### src/rtl/multiword_add_sequencer.sv
// multiword_add_sequencer: multi-precision adder feeding one N-bit chunk per clock through one ripple-carry adder.
// Optional subtract mode is enabled by defining MWADD_SUB_EN (adds the op_sub port).
module n_bit_ripple_carry_adder #(
    parameter int N = 4
) (
    input  logic [N-1:0] i_a,
    input  logic [N-1:0] i_b,
    input  logic         i_cin,
    output logic [N-1:0] o_s,
    output logic         o_cout
);
    logic [N:0] w_c;

    always_comb begin
        w_c    = '0;
        o_s    = '0;
        w_c[0] = i_cin;
        for (int unsigned i = 0; i < N; i++) begin
            o_s[i]     = i_a[i] ^ i_b[i] ^ w_c[i];
            w_c[i + 1] = (i_a[i] & i_b[i]) | (w_c[i] & (i_a[i] ^ i_b[i]));
        end
        o_cout = w_c[N];
    end
endmodule

module multiword_add_sequencer #(
    parameter int N     = 4,
    parameter int WORDS = 4
) (
    input  logic               clk,
    input  logic               rst,
    input  logic               in_valid,
    output logic               in_ready,
    input  logic [N*WORDS-1:0] a,
    input  logic [N*WORDS-1:0] b,
    input  logic               cin,
`ifdef MWADD_SUB_EN
    input  logic               op_sub,
`endif
    output logic               out_valid,
    input  logic               out_ready,
    output logic [N*WORDS-1:0] sum,
    output logic               cout,
    output logic               busy
);
    localparam int W  = N * WORDS;
    localparam int CW = (WORDS > 1) ? $clog2(WORDS) : 1;

    typedef enum logic [1:0] {S_IDLE, S_RUN, S_DONE} state_t;

    state_t         r_state;
    state_t         w_state_nxt;
    logic [W-1:0]   r_a;
    logic [W-1:0]   r_b;
    logic [W-1:0]   r_sum;
    logic           r_carry;
    logic           r_cout;
    logic [CW-1:0]  r_cnt;
    logic [N-1:0]   w_b_chunk;
    logic [N-1:0]   w_chunk_sum;
    logic           w_chunk_cout;
    logic           w_last;
    logic           w_start_carry;

`ifdef MWADD_SUB_EN
    logic r_sub;
    assign w_b_chunk     = r_sub ? ~r_b[N-1:0] : r_b[N-1:0];
    // Subtraction is A + ~B + 1, so the incoming carry is forced to 1
    assign w_start_carry = op_sub ? 1'b1 : cin;
`else
    assign w_b_chunk     = r_b[N-1:0];
    assign w_start_carry = cin;
`endif

    n_bit_ripple_carry_adder #(.N(N)) u_adder (
        .i_a    (r_a[N-1:0]),
        .i_b    (w_b_chunk),
        .i_cin  (r_carry),
        .o_s    (w_chunk_sum),
        .o_cout (w_chunk_cout)
    );

    assign w_last    = (r_cnt == CW'(WORDS - 1));
    assign in_ready  = (r_state == S_IDLE);
    assign out_valid = (r_state == S_DONE);
    assign busy      = (r_state != S_IDLE);
    assign sum       = r_sum;
    assign cout      = r_cout;

    always_ff @(posedge clk or posedge rst) begin
        if (rst) r_state <= S_IDLE;
        else     r_state <= w_state_nxt;
    end

    always_comb begin
        w_state_nxt = r_state;
        case (r_state)
            S_IDLE:  if (in_valid)  w_state_nxt = S_RUN;
            S_RUN:   if (w_last)    w_state_nxt = S_DONE;
            S_DONE:  if (out_ready) w_state_nxt = S_IDLE;
            default: w_state_nxt = S_IDLE;
        endcase
    end

    always_ff @(posedge clk or posedge rst) begin
        if (rst) begin
            r_a     <= '0;
            r_b     <= '0;
            r_sum   <= '0;
            r_carry <= 1'b0;
            r_cout  <= 1'b0;
            r_cnt   <= '0;
`ifdef MWADD_SUB_EN
            r_sub   <= 1'b0;
`endif
        end else begin
            case (r_state)
                S_IDLE: if (in_valid) begin
                    r_a     <= a;
                    r_b     <= b;
                    r_carry <= w_start_carry;
                    r_cnt   <= '0;
`ifdef MWADD_SUB_EN
                    r_sub   <= op_sub;
`endif
                end
                S_RUN: begin
                    // Chunk results enter at the MSB end so chunk 0 lands at the bottom after WORDS edges
                    r_sum   <= (r_sum >> N) | (W'(w_chunk_sum) << (W - N));
                    r_a     <= r_a >> N;
                    r_b     <= r_b >> N;
                    r_carry <= w_chunk_cout;
                    r_cnt   <= r_cnt + 1'b1;
                    if (w_last) r_cout <= w_chunk_cout;
                end
                default: ;
            endcase
        end
    end
endmodule
### config.mk
export PLATFORM = sky130hd
export DESIGN_NAME = multiword_add_sequencer
export DESIGN_NICKNAME = d
export VERILOG_FILES = /design/src/rtl/multiword_add_sequencer.sv
export SDC_FILE = /design/constraint.sdc
export NUM_CORES = 1
export LEC_CHECK = 0
export ABC_AREA = 1
export CORE_MARGIN = 2
export CORE_UTILIZATION = 45
export CTS_BUF_LIST = sky130_fd_sc_hd__clkbuf_2
export DETAILED_ROUTE_END_ITERATION = 8
export PLACE_DENSITY = 0.72
export REMOVE_ABC_BUFFERS = 1
export SYNTH_ARGS = -nofsm -noshare
export SYNTH_HDL_FRONTEND = slang
export SYNTH_SLANG_ARGS = --single-unit
### constraint.sdc
create_clock -name clk -period 5.2 [get_ports clk]
set_input_delay 0.52 -clock clk [delete_from_list [all_inputs] [get_ports clk]]
set_output_delay 0.52 -clock clk [all_outputs]
set_load 0.03 [all_outputs]
Word level (Yosys, flattened, before mapping)
Index checks and enable logic that the tools add are counted.
Widths: inputs -> output; s select.
{"block": "totals", "in_bits": 37, "register_bits": 54, "out_inout_bits": 20}
{"block": "classes", "mux": 12, "reduce_logical": 6, "n_addsub": 1, "bitwise": 21, "n_eq_ne": 6}
{"op": "$pmux 16 s2", "n": 2}
{"op": "$mux 16", "n": 2}
{"op": "$or 12x16->16", "n": 1}
{"op": "$and 1x1->1", "n": 8}
{"op": "$mux 2", "n": 4}
{"op": "$xor 1x1->1", "n": 8}
{"op": "$pmux 2 s3", "n": 1}
{"op": "$eq 2x2->1 const B", "n": 2}
{"op": "$ne 2x2->1 const B", "n": 2}
{"op": "$or 1x1->1", "n": 4}
{"op": "$pmux 2 s2", "n": 1}
{"op": "$reduce_and 2->1", "n": 2}
{"op": "$reduce_bool 2->1", "n": 2}
{"op": "$reduce_and 3->1", "n": 1}
{"op": "$add 2x1->2 const B", "n": 1}
{"op": "$eq 2x1->1 const B", "n": 1}
{"op": "$logic_not 2->1", "n": 1}
{"op": "$ne 2x1->1 const B", "n": 1}
{"op": "$pmux 1 s2", "n": 1}
{"op": "$mux 1", "n": 1}

Longest topological paths before layout
Gate-level depths: netlist of run 1.
{"block": "depth", "word_depth": 10, "ltp_mapped": 10, "mapped_depth_nobuf": 10}

Cells and area by module
From an unflattened synthesis of run 1, not the netlist that was laid out.
{"block": "hier_totals", "cells_unflattened": 347, "hier_area_um2": 2716.4}
{"module": "multiword_add_sequencer", "instances": 1, "area_per_inst_um2": 2598.7, "seq_area_each_um2": 1351.3, "cells_each": 333}
{"module": "n_bit_ripple_carry_adder", "instances": 1, "area_per_inst_um2": 117.6, "seq_area_each_um2": 0.0, "cells_each": 14}

Worst setup path before layout of run 1
OpenSTA, ideal clock, no wires.
{"block": "synth_path", "path_kind": "flip-flop to flip-flop", "start": "register r_a[0]", "end": "register r_sum[15], in the netlist sum[15]", "setup_time_ps": 83, "path_buffers": 0, "t_arrival_ps": 1976, "path_stages_with_launch": 9, "synth_period_minus_slack_ps": 2059, "path_slack_ps": 3141, "path_cell_list": "dfrtp_1 -> fa_1 -> inv_1 -> fa_1 -> inv_1 -> fa_1 -> inv_1 -> fa_1 -> o21ai_0"}
{"block": "synth_via", "elab_chain_len": 9}
{"element": "from (decl)", "line_no": "53", "text": "logic [W-1:0] r_a;"}
{"element": "from (signal assigned)", "line_no": "130", "text": "r_a <= r_a >> N;"}
{"element": "$xor 1x1->1", "line_no": "20", "text": "w_c[i + 1] = (i_a[i] & i_b[i]) | (w_c[i] & (i_a[i] ^ i_b[i]));"}
{"element": "$and 1x1->1", "line_no": "20"}
{"element": "$or 1x1->1 *", "line_no": "20"}
{"element": "$and 1x1->1 *", "line_no": "20"}
{"element": "$or 1x1->1 *", "line_no": "20"}
{"element": "$and 1x1->1 *", "line_no": "20"}
{"element": "$or 1x1->1 *", "line_no": "20"}
{"element": "$xor 1x1->1 *", "line_no": "19", "text": "o_s[i] = i_a[i] ^ i_b[i] ^ w_c[i];"}
{"element": "$or 12x16->16 *", "line_no": "129", "text": "r_sum <= (r_sum >> N) | (W'(w_chunk_sum) << (W - N));"}
{"element": "to (signal assigned)", "line_no": "129"}
{"element": "to (decl)", "line_no": "55", "text": "logic [W-1:0] r_sum;"}
Every way passes the cells marked *; elsewhere a longest branch is shown, timed or not.
A chain may end at the register's enable or synchronous reset.

Worst setup path in the final report of run 1
{"block": "layout_path", "start": "register r_state[0]", "end": "output port in_ready"}
{"block": "layout_via", "elab_chain_len": 1}
{"element": "from (decl)", "line_no": "51", "text": "state_t r_state;"}
{"element": "from (signal assigned)", "line_no": "92", "text": "else r_state <= w_state_nxt;"}
{"element": "$logic_not 2->1", "line_no": "84", "text": "assign in_ready = (r_state == S_IDLE);"}
{"element": "to (decl)", "line_no": "33", "text": "output logic in_ready,"}
Every way passes these cells.

==> results by group, run 1 <==
Floorplanning
  – Die extent in y: 81.6 um
  – Core outline area: 5890 um2
  – Std cell rows: 28
  – Die Footprint: 6660 um2
  – Initial standard-cell utilization of the core: 46.1%
  – I/O pin count: 57
  – Width of the chip: 81.6 um

Global route
  – Number of antenna violations at the first check in global routing: 0
  – Sum of overflow across all layers after global routing: 0
  – GR Util All Layers: 17.1%
  – Maximum number of pins on one net before global-route repair: 71
  – Global-route wire length before repair: 8850 um
  – Via count of the first global-routing pass: 2114

Timing
  – Finish-stage setup viols: 0
  – Slew at the pin with the worst max-slew slack: 0.996 ns
  – RSZ-0062 raised after global routing: no
  – Skew final: 0.0294 ns
  – Timing-limited maximum frequency: 298 MHz
  – Worst rel slew slack: 33.6%
  – Final worst path period need: 3.36 ns
  – Final Cycle Share: 64.6%
  – Number of endpoints with negative hold slack in the final report: 0
  – Slew Viols, Final: 0
  – Fin Setup TNS: 0 ns

Worst hold path
  – Worst min-delay path class: in -> async

Power
  – Max VDD drop: 0.305 mV
  – Power per unit of standard cell area: 611 nW/um2
  – Final Total Pwr: 2.02 mW
  – Leak: 1.77 nW

Drt
  – Count of unresolved DRC violations after routing: 0
  – Wirelength per Cell: 11.2 um
  – WL final: 5190 um
  – Post-detailed-route count of antenna-violating nets: 0
  – Starting DRT DRC Count: 110
  – Iteration count of the initial detailed-routing pass: 5
  – Via count: 2204
  – Vias per std cell: 4.77

Run status
  – Outcome: finished, final reports clean

Finish
  – Layout cell share with drive strength beyond 1: 5.43%
  – # nets final: 428
  – Sequential Area: 1350 um2
  – Total area of multi-input combinational cells: 1000 um2
  – Diodes inserted: 0
  – Layout overhead on the synthesized area: 22.0%
  – Number of inserted filler cells in the final layout: 566
  – Post-route design area: 3310 um2
  – Final Non-Filler Cells: 462

Place
  – Final Wtd Congestion: 0.747
  – Dpl cells: 454
  – Input/output buffers: 56
  – Total half-perimeter wirelength after legalization and detailed placement: 3350 um
  – DP Area: 3240 um2

Clocking
  – Number of CTS-inserted buffers: 5
  – Hold-fix buffer count after cts: 0
  – CTS tree: done
  – Clock Sinks: 54
  – Clock slew at the register clock pins of the worst setup and hold paths: 0.26 ns
  – Root buffer cell: clkbuf_2
  – Cts repair resizes: 0
  – Source-to-sink clock delay at the later pin of the worst-skew pair: 0.45 ns
  – Maximum number of buffers from clock root to sink: 2
  – Buffers inserted during post-CTS setup optimization: 0
  – # H-tree levels: 2

Worst setup path
  – Critical setup path kind: reg -> out
  – CP peak stage delay: 0.82 ns
  – Data required time at the worst endpoint: 4.68 ns
  – Destination of the worst register-to-register timing path: r_b[0]
  – Worst Reg2Reg Path Length in Cells: 4
  – Critical-path top delay cell: clkdlybuf4s50_1
  – Data arrival at the endpoint of the critical path: 2.84 ns
  – Family of cells with the greatest summed delay on the critical path: buffers and inverters
  – Top fanout value on the critical path: 31
  – Worst Path Buf+Inv: 1
  – Crit path launch type: flop
  – Sort of element at the end of the critical path: output pin
  – Critical path cell sequence: nor2_1, clkdlybuf4s50_1
  – Launch instance of the worst register-to-register path: r_state[0]
  – Internal reg-to-reg setup slack: 2.72 ns

Synthesis
  – Number of distinct standard cells referenced by the synthesized netlist: 19
  – Count of synthesis-stage warnings from yosys: 0
  – Synth Cell Area: 2710 um2
  – Seq cells post-synth: 54
  – Gate count after technology mapping: 340
  – Part of the Yosys area used for sequential elements: 49.8%
  – Average cell area after synthesis: 7.97 um2

Flow run
  – Max cap viols: 0
==> layout by cell type, fill, tap and decap left out, drive strengths merged, types with 4 or more instances in the layout <==
cell,instances
nand2,125
nand3,60
inv,59
clkdlybuf4s50,56
dfrtp,54
o21ai,12
clkbuf,6
fa,4
nor2,4
==> state kept, by name, summed over array words and instances (netlist names) <==
| name | cells |
|---|---|
| r_a | 16 |
| r_b | 16 |
| r_state | 2 |
| sum | 16 |
| r_cnt | 2 |
| r_carry | 1 |
| cout | 1 |
==> through the flow <==
stage / util (%) / setup WS, ns / hold slack [ns]
after floorplan: - / 2.89 / 0.462
after global placement: 55.0 / 2.44 / 0.460
after detailed placement: 55.0 / 2.36 / 0.465
after CTS: 56.2 / 1.82 / 0.510
after global routing: 56.2 / 1.66 / 0.550
final: 56.2 / 1.84 / 0.509
==> cell type report <==
cell class	instances	share of cell area [%]
inverters	59	6.70
repair buffers	57	17.2
clock inverters	2	1.14
well taps	75	2.84
multi-input cells	209	30.4
flip-flops and latches	54	40.9
clock buffers	6	0.908
==> cells in the mapped netlist, drive strengths merged <==
cell type	instances	area, um2
a21oi	1	8.76
o21ai	12	75.1
nand3	60	300
or2	1	6.26
buf	18	134
fa	4	80.1
nand2	125	492
nor2	4	22.5
inv	59	221
dfrtp	54	1350
ha	1	12.5
o31ai	1	7.51
==> power breakdown <==
| part | internal [mW] | leakage (nW) | switching [mW] |
|---|---|---|---|
| registers | 0.617 | 0.673 | 0.149 |
| clock network | 0.0829 | 0.0392 | 0.128 |
| logic | 0.391 | 1.05 | 0.654 |
==> logic make-up after synthesis <==
| logic type | share of synthesized area (%) |
|---|---|
| DFF | 49.8 |
| buffers and inverters | 13.1 |
| and+or+nand+nor | 30.3 |
| adders and majority gates | 3.41 |
| AOI/OAI and AO/OA | 3.37 |
==> layer usage <==
layer | track usage, % | wire length (um) | vias to the layer above
met2 | 31.0 | 2530 | 57
met1 | 20.1 | 2330 | 1019
met5 | 0 | 0 | -
li1 | - | - | 1124
met3 | 4.07 | 282 | 4
met4 | 5.00 | 43 | 0
==> worst register-to-register path: cells and delay by family (launching register included) <==
kind	cells	cell delay, ns
flip-flops	1	1.06
AND/OR/NAND/NOR	4	1.37
==> how the worst max path moves through the flow <==
stage | startpoint | endpoint | depth (start not counted)
final | r_state[0] | in_ready | 2
after floorplan | r_state[0] | busy | 2
after global placement | r_state[0] | in_ready | 2
after CTS | r_state[0] | in_ready | 2
after detailed placement | r_state[0] | in_ready | 2
after global routing | r_state[0] | in_ready | 2
Note: power is estimated with default switching activity, not from simulation.
==> inputs of run 2 (changes only) <==
- PLACE_DENSITY: 0.72 -> 0.75
- clock period: 5.2 -> 2.9 ns (I/O delays scaled with it)
==> results by group, run 2 (synthesis results as in run 1) <==
Floorplanning
  – I/O pin count: 57 (unchanged)
  – Initial standard-cell utilization of the core: 46.1% (unchanged)
  – Die extent in y: 81.6 um (unchanged)
  – Die Footprint: 6660 um2 (unchanged)
  – Std cell rows: 28 (unchanged)
  – Core outline area: 5890 um2 (unchanged)
  – Width of the chip: 81.6 um (unchanged)

Worst setup path
  – Internal reg-to-reg setup slack: 0.76 ns (-1.96 ns)
  – Worst Path Buf+Inv: 3 (+2)
  – Critical-path top delay cell: dfrtp_1
  – Top fanout value on the critical path: 14 (-55%)
  – Data arrival at the endpoint of the critical path: 2.10 ns (-0.74 ns)
  – Critical setup path kind: reg -> out
  – Crit path launch type: flop
  – CP peak stage delay: 0.68 ns (-0.14 ns)
  – Critical path cell sequence: nor2_1, buf_4, inv_1, clkdlybuf4s50_1
  – Data required time at the worst endpoint: 2.61 ns (-2.07 ns)
  – Sort of element at the end of the critical path: output pin
  – Family of cells with the greatest summed delay on the critical path: buffers and inverters

Finish
  – Most common cell after layout, fill and taps aside: nand2_1
  – Layout overhead on the synthesized area: 22.2%
  – Leading cell types in the layout, fill and taps excluded: 122 x nand2_1, 60 x nand3_1, 57 x inv_1, 56 x clkdlybuf4s50_1, 54 x dfrtp_1
  – Diodes inserted: 0 (unchanged)
  – Layout cell share with drive strength beyond 1: 5.87% (+0.44 points)
  – Core occupancy in the finished layout: 56.3% (+0.11 points)
  – # nets final: 433 (+1.2%)
  – Number of inserted filler cells in the final layout: 564 (-0.35%)

Drt
  – Post-detailed-route count of antenna-violating nets: 0 (unchanged)
  – Starting DRT DRC Count: 136 (+24%)
  – WL final: 5370 um (+3.4%)
  – Iteration count of the initial detailed-routing pass: 4 (-1)
  – Via count: 2230 (+1.2%)
  – Count of unresolved DRC violations after routing: 0 (unchanged)
  – Wirelength per Cell: 11.5 um (+2.3%)
  – Vias per std cell: 4.78 (about the same)

Clocking
  – Cts repair resizes: 0 (unchanged)
  – Root buffer cell: clkbuf_2
  – Hold-fix buffer count after cts: 0 (unchanged)
  – Source-to-sink clock delay at the later pin of the worst-skew pair: 0.44 ns (about the same)
  – Maximum number of buffers from clock root to sink: 2 (unchanged)
  – Clock Sinks: 54 (unchanged)
  – Clock slew at the register clock pins of the worst setup and hold paths: 0.27 ns (about the same)
  – # H-tree levels: 2 (unchanged)
  – CTS tree: done
  – Number of CTS-inserted buffers: 5 (unchanged)
  – Buffers inserted during post-CTS setup optimization: 0 (unchanged)

Timing
  – Slew at the pin with the worst max-slew slack: 0.514 ns (-0.482 ns)
  – Finish-stage setup viols: 0 (unchanged)
  – Number of endpoints with negative hold slack in the final report: 0 (unchanged)
  – Final Cycle Share: 82.5%
  – RSZ-0062 raised after global routing: no
  – Worst rel slew slack: 65.7% (+32 points)
  – Skew final: 0.0345 ns (+0.00516 ns)
  – Timing-limited maximum frequency: 418 MHz
  – Post-route setup slack: 0.507 ns (-1.33 ns)
  – Final worst path period need: 2.39 ns
  – Slew Viols, Final: 0 (unchanged)
  – Fin Setup TNS: 0 ns (unchanged)

Power
  – Power dissipated by switching net loads: 1.68 mW (+81%)
  – Power per unit of standard cell area: 1080 nW/um2 (+76%)
  – Max VDD drop: 0.502 mV (+65%)
  – Internal power component: 1.89 mW (+73%)
  – Switch share: 47.1% (+1.1 points)
  – Leak: 1.78 nW (+0.58%)
  – Clock network fraction of design power: 7.9% (-2.5 points)
  – Comb pwr share: 54.5% (+2.8 points)
  – Sequential fraction of design power: 37.6% (-0.3 points)

Global route
  – Global-route wire length before repair: 8940 um (+1.0%)
  – Sum of overflow across all layers after global routing: 0 (unchanged)
  – Via count of the first global-routing pass: 2081 (-1.6%)
  – GR Util All Layers: 17.3% (+0.21 points)
  – Number of antenna violations at the first check in global routing: 0 (unchanged)
  – Maximum number of pins on one net before global-route repair: 52 (-27%)

Place
  – Final Wtd Congestion: 0.765 (+2.3%)
  – Input/output buffers: 56 (unchanged)
  – Worst setup slack after placement: 0.751 ns (-1.61 ns)
  – Total half-perimeter wirelength after legalization and detailed placement: 3610 um (+7.8%)

Flow run
  – Max cap viols: 0 (unchanged)

Worst hold path
  – Worst min-delay path class: in -> async

Run status
  – Outcome: finished, final reports clean
==> run 2: cell types whose count changed in the layout (fill, tap and decap cells not counted) <==
cell        before  now
clkbuf_2         6    5
bufinv_16        1    0
clkinv_1         0    3
clkinvlp_4       1    0
buf_4            1    6
==> run 2: final cells by class <==
cell class | count | area (um2) | area share (%)
Clock inverter | 3 | 11.3 | 0.340
Clock buffer | 5 | 25.0 | 0.755
Timing Repair Buffer | 62 | 606 | 18.3
Multi-Input combinational cell | 209 | 1000 | 30.3
Inverter | 59 | 221 | 6.68
Sequential cell | 54 | 1350 | 40.8
Tap cell | 75 | 93.8 | 2.83
==> run 2: per-layer routing <==
layer	share of wire [%]	routed length (um)	up-vias	GRT usage [%]
li1	-	-	1129	-
met1	46	2470	1045	21.7
met2	48	2600	51	30.2
met3	4.5	242	5	3.52
met4	1.0	55	0	5.17
met5	0	0	-	0
==> run 2: worst paths after layout <==
kind | start | cells after the start | end
setup / recovery | r_state[0] | 4 | busy
hold / removal | rst | 2 | sum[6]
setup reg to reg | r_a[0] | 8 | sum[15]
hold reg to reg | sum[4] | 2 | sum[0]
max in group asynchronous | rst | 3 | r_a[0]
min in group clk | a[15] | 3 | r_a[15]
==> run 2: power groups by stage <==
stage | clock, mW | combinational [mW] | sequential, mW
2_1_floorplan | 0 | 1.12 | 1.54
3_3_place_gp | 0 | 1.92 | 1.34
3_5_place_dp | 0 | 1.97 | 1.36
4_1_cts | 0.286 | 1.97 | 1.34
5_1_grt | 0.316 | 2.23 | 1.38
6_report | 0.280 | 1.94 | 1.34
==> run 2: per-stage QoR <==
stage | hold WS (ns) | instances | total power, mW | cell area, um2
after detailed placement | 0.464 | 459 | 3.32 | 3280
after global placement | 0.460 | 459 | 3.26 | 3280
after floorplan | 0.388 | 322 | 2.66 | 2580
after global routing | 0.0450 | 467 | 3.92 | 3310
after CTS | 0.0543 | 467 | 3.60 | 3310
final | 0.0525 | 467 | 3.57 | 3310
==> inputs of run 3 (changes only) <==
- clock period: 2.9 -> 2.2 ns (I/O delays scaled with it)
==> results by group, run 3 (synthesis results as in run 1) <==
Run status
  – Outcome: finished, final reports clean

Timing
  – Finish-stage setup viols: 0 (unchanged)
  – Final worst path period need: 2.07 ns
  – Timing-limited maximum frequency: 483 MHz
  – Worst rel slew slack: 68.8% (+3.1 points)
  – Post-route setup slack: 0.130 ns (-0.377 ns)
  – Final Cycle Share: 94.1%
  – Fin Setup TNS: 0 ns (unchanged)
  – Slew at the pin with the worst max-slew slack: 0.468 ns (-0.0460 ns)
  – Skew final: 0.00698 ns (-0.0276 ns)
  – RSZ-0062 raised after global routing: no
  – Number of endpoints with negative hold slack in the final report: 0 (unchanged)
  – Slew Viols, Final: 0 (unchanged)

Finish
  – # nets final: 434 (+0.23%)
  – Core occupancy in the finished layout: 56.8% (+0.53 points)
  – Number of inserted filler cells in the final layout: 556 (-1.4%)
  – Diodes inserted: 0 (unchanged)
  – Layout overhead on the synthesized area: 23.4%
  – Post-route design area: 3340 um2 (+0.94%)
  – Most common cell after layout, fill and taps aside: nand2_1
  – Layout cell share with drive strength beyond 1: 7.91% (+2.0 points)
  – Leading cell types in the layout, fill and taps excluded: 122 x nand2_1, 60 x nand3_1, 56 x inv_1, 54 x dfrtp_1, 54 x clkdlybuf4s50_1

Drt
  – WL final: 5450 um (+1.5%)
  – Starting DRT DRC Count: 189 (+39%)
  – Vias per std cell: 4.79 (+0.31%)
  – Iteration count of the initial detailed-routing pass: 4 (unchanged)
  – Via count: 2237 (+0.31%)
  – Post-detailed-route count of antenna-violating nets: 0 (unchanged)
  – Wirelength per Cell: 11.7 um (+1.5%)
  – Count of unresolved DRC violations after routing: 0 (unchanged)

Worst setup path
  – Crit path launch type: flop
  – Worst Reg2Reg Path Length in Cells: 8 (unchanged)
  – Critical setup path kind: reg -> reg
  – Critical-path top delay cell: dfrtp_1
  – Top fanout value on the critical path: 2 (-12)
  – Destination of the worst register-to-register timing path: sum[15]
  – Internal reg-to-reg setup slack: 0.13 ns (-0.63 ns)
  – Data required time at the worst endpoint: 2.58 ns (-0.03 ns)
  – CP peak stage delay: 0.47 ns (-0.21 ns)
  – Sort of element at the end of the critical path: flop
  – Critical path cell sequence: fa_2, inv_2, fa_1, inv_1, fa_2, inv_1, fa_1, o21ai_1
  – Launch instance of the worst register-to-register path: r_carry
  – Data arrival at the endpoint of the critical path: 2.45 ns (+0.35 ns)

Floorplanning
  – Die Footprint: 6660 um2 (unchanged)
  – Width of the chip: 81.6 um (unchanged)
  – Core outline area: 5890 um2 (unchanged)
  – I/O pin count: 57 (unchanged)
  – Initial standard-cell utilization of the core: 46.1% (unchanged)
  – Die extent in y: 81.6 um (unchanged)
  – Std cell rows: 28 (unchanged)

Place
  – Final Wtd Congestion: 0.762 (-0.38%)
  – DP Area: 3300 um2 (+0.61%)
  – Worst setup slack after placement: 0.0262 ns (-0.725 ns)
  – Total half-perimeter wirelength after legalization and detailed placement: 3650 um (+0.95%)
  – Input/output buffers: 56 (unchanged)

Clocking
  – Root buffer cell: clkbuf_2
  – Clock Sinks: 54 (unchanged)
  – Source-to-sink clock delay at the later pin of the worst-skew pair: 0.43 ns (about the same)
  – Maximum number of buffers from clock root to sink: 2 (unchanged)
  – Number of CTS-inserted buffers: 5 (unchanged)
  – CTS tree: done
  – Clock slew at the register clock pins of the worst setup and hold paths: 0.24 ns (-0.03 ns)
  – # H-tree levels: 2 (unchanged)

Power
  – Power per unit of standard cell area: 1440 nW/um2 (+33%)
  – Max VDD drop: 0.627 mV (+25%)
  – Final Total Pwr: 4.80 mW (+35%)
  – Leak: 1.79 nW (+0.94%)

Worst hold path
  – Worst min-delay path class: in -> async

Flow run
  – Max cap viols: 0 (unchanged)

Global route
  – GR Util All Layers: 17.3% (-0.066 points)
  – Sum of overflow across all layers after global routing: 0 (unchanged)
  – Number of antenna violations at the first check in global routing: 0 (unchanged)
  – Via count of the first global-routing pass: 2058 (-1.1%)
  – Global-route wire length before repair: 8940 um (unchanged)
  – Maximum number of pins on one net before global-route repair: 38 (-27%)
[run 3: cell count changes in the layout (fill, tap and decap cells not counted), sizes merged]
cell	previous run	this run
buf	6	9
clkinv	3	0
clkbuf	5	7
clkdlybuf4s50	56	54
[run 3: critical path, delay by kind of cell (launching register included)]
| kind | cells | cell delay, ns |
|---|---|---|
| adders and majority gates | 4 | 1.26 |
| buffers and inverters | 3 | 0.18 |
| DFF | 1 | 0.47 |
| AOI/OAI and AO/OA | 1 | 0.12 |
[run 3: timing repair]
item,CTS,global route
pin swaps,0,2
buffers inserted,1,0
endpoints found under the setup margin,1,1
hold buffers,0,0
gates resized for setup,0,4
[run 3: final cells by class]
class | instances | area, um2 | area share, %
Clock buffer | 7 | 35.0 | 1.05
Inverter | 59 | 221 | 6.62
Multi-Input combinational cell | 209 | 1010 | 30.2
Sequential cell | 54 | 1350 | 40.4
Tap cell | 75 | 93.8 | 2.81
Timing Repair Buffer | 63 | 633 | 18.9
[run 3: worst max-delay path by stage]
stage	cells after the start	slack, ns	from	end
2_1_floorplan	8	0.13	r_a[0]	sum[15]
3_3_place_gp	8	0.09	r_a[0]	sum[15]
3_5_place_dp	8	0.03	r_a[0]	sum[15]
4_1_cts	8	0.0006	r_a[0]	sum[15]
5_1_grt	8	0.04	r_carry	sum[15]
6_report	8	0.13	r_carry	sum[15]
[run 3: power breakdown]
group	internal, mW	total (mW)	switching (mW)
combinational	1.02	2.70	1.67
sequential	1.46	1.74	0.279
clock	0.0825	0.367	0.284
[run 3: metrics by stage]
stage	hold slack, ns	cells
after floorplan	0.318	322
after global placement	0.460	459
after detailed placement	0.465	459
after CTS	0.0897	467
after global routing	0.0903	467
final	0.0790	467
[run 3: routing by layer]
layer,track usage (%),vias to the layer above,part of all wire (%)
met4,5.17,0,1.1
met1,21.3,1037,44
li1,-,1127,-
met5,0,-,0
met3,3.85,5,6.4
met2,30.2,68,49
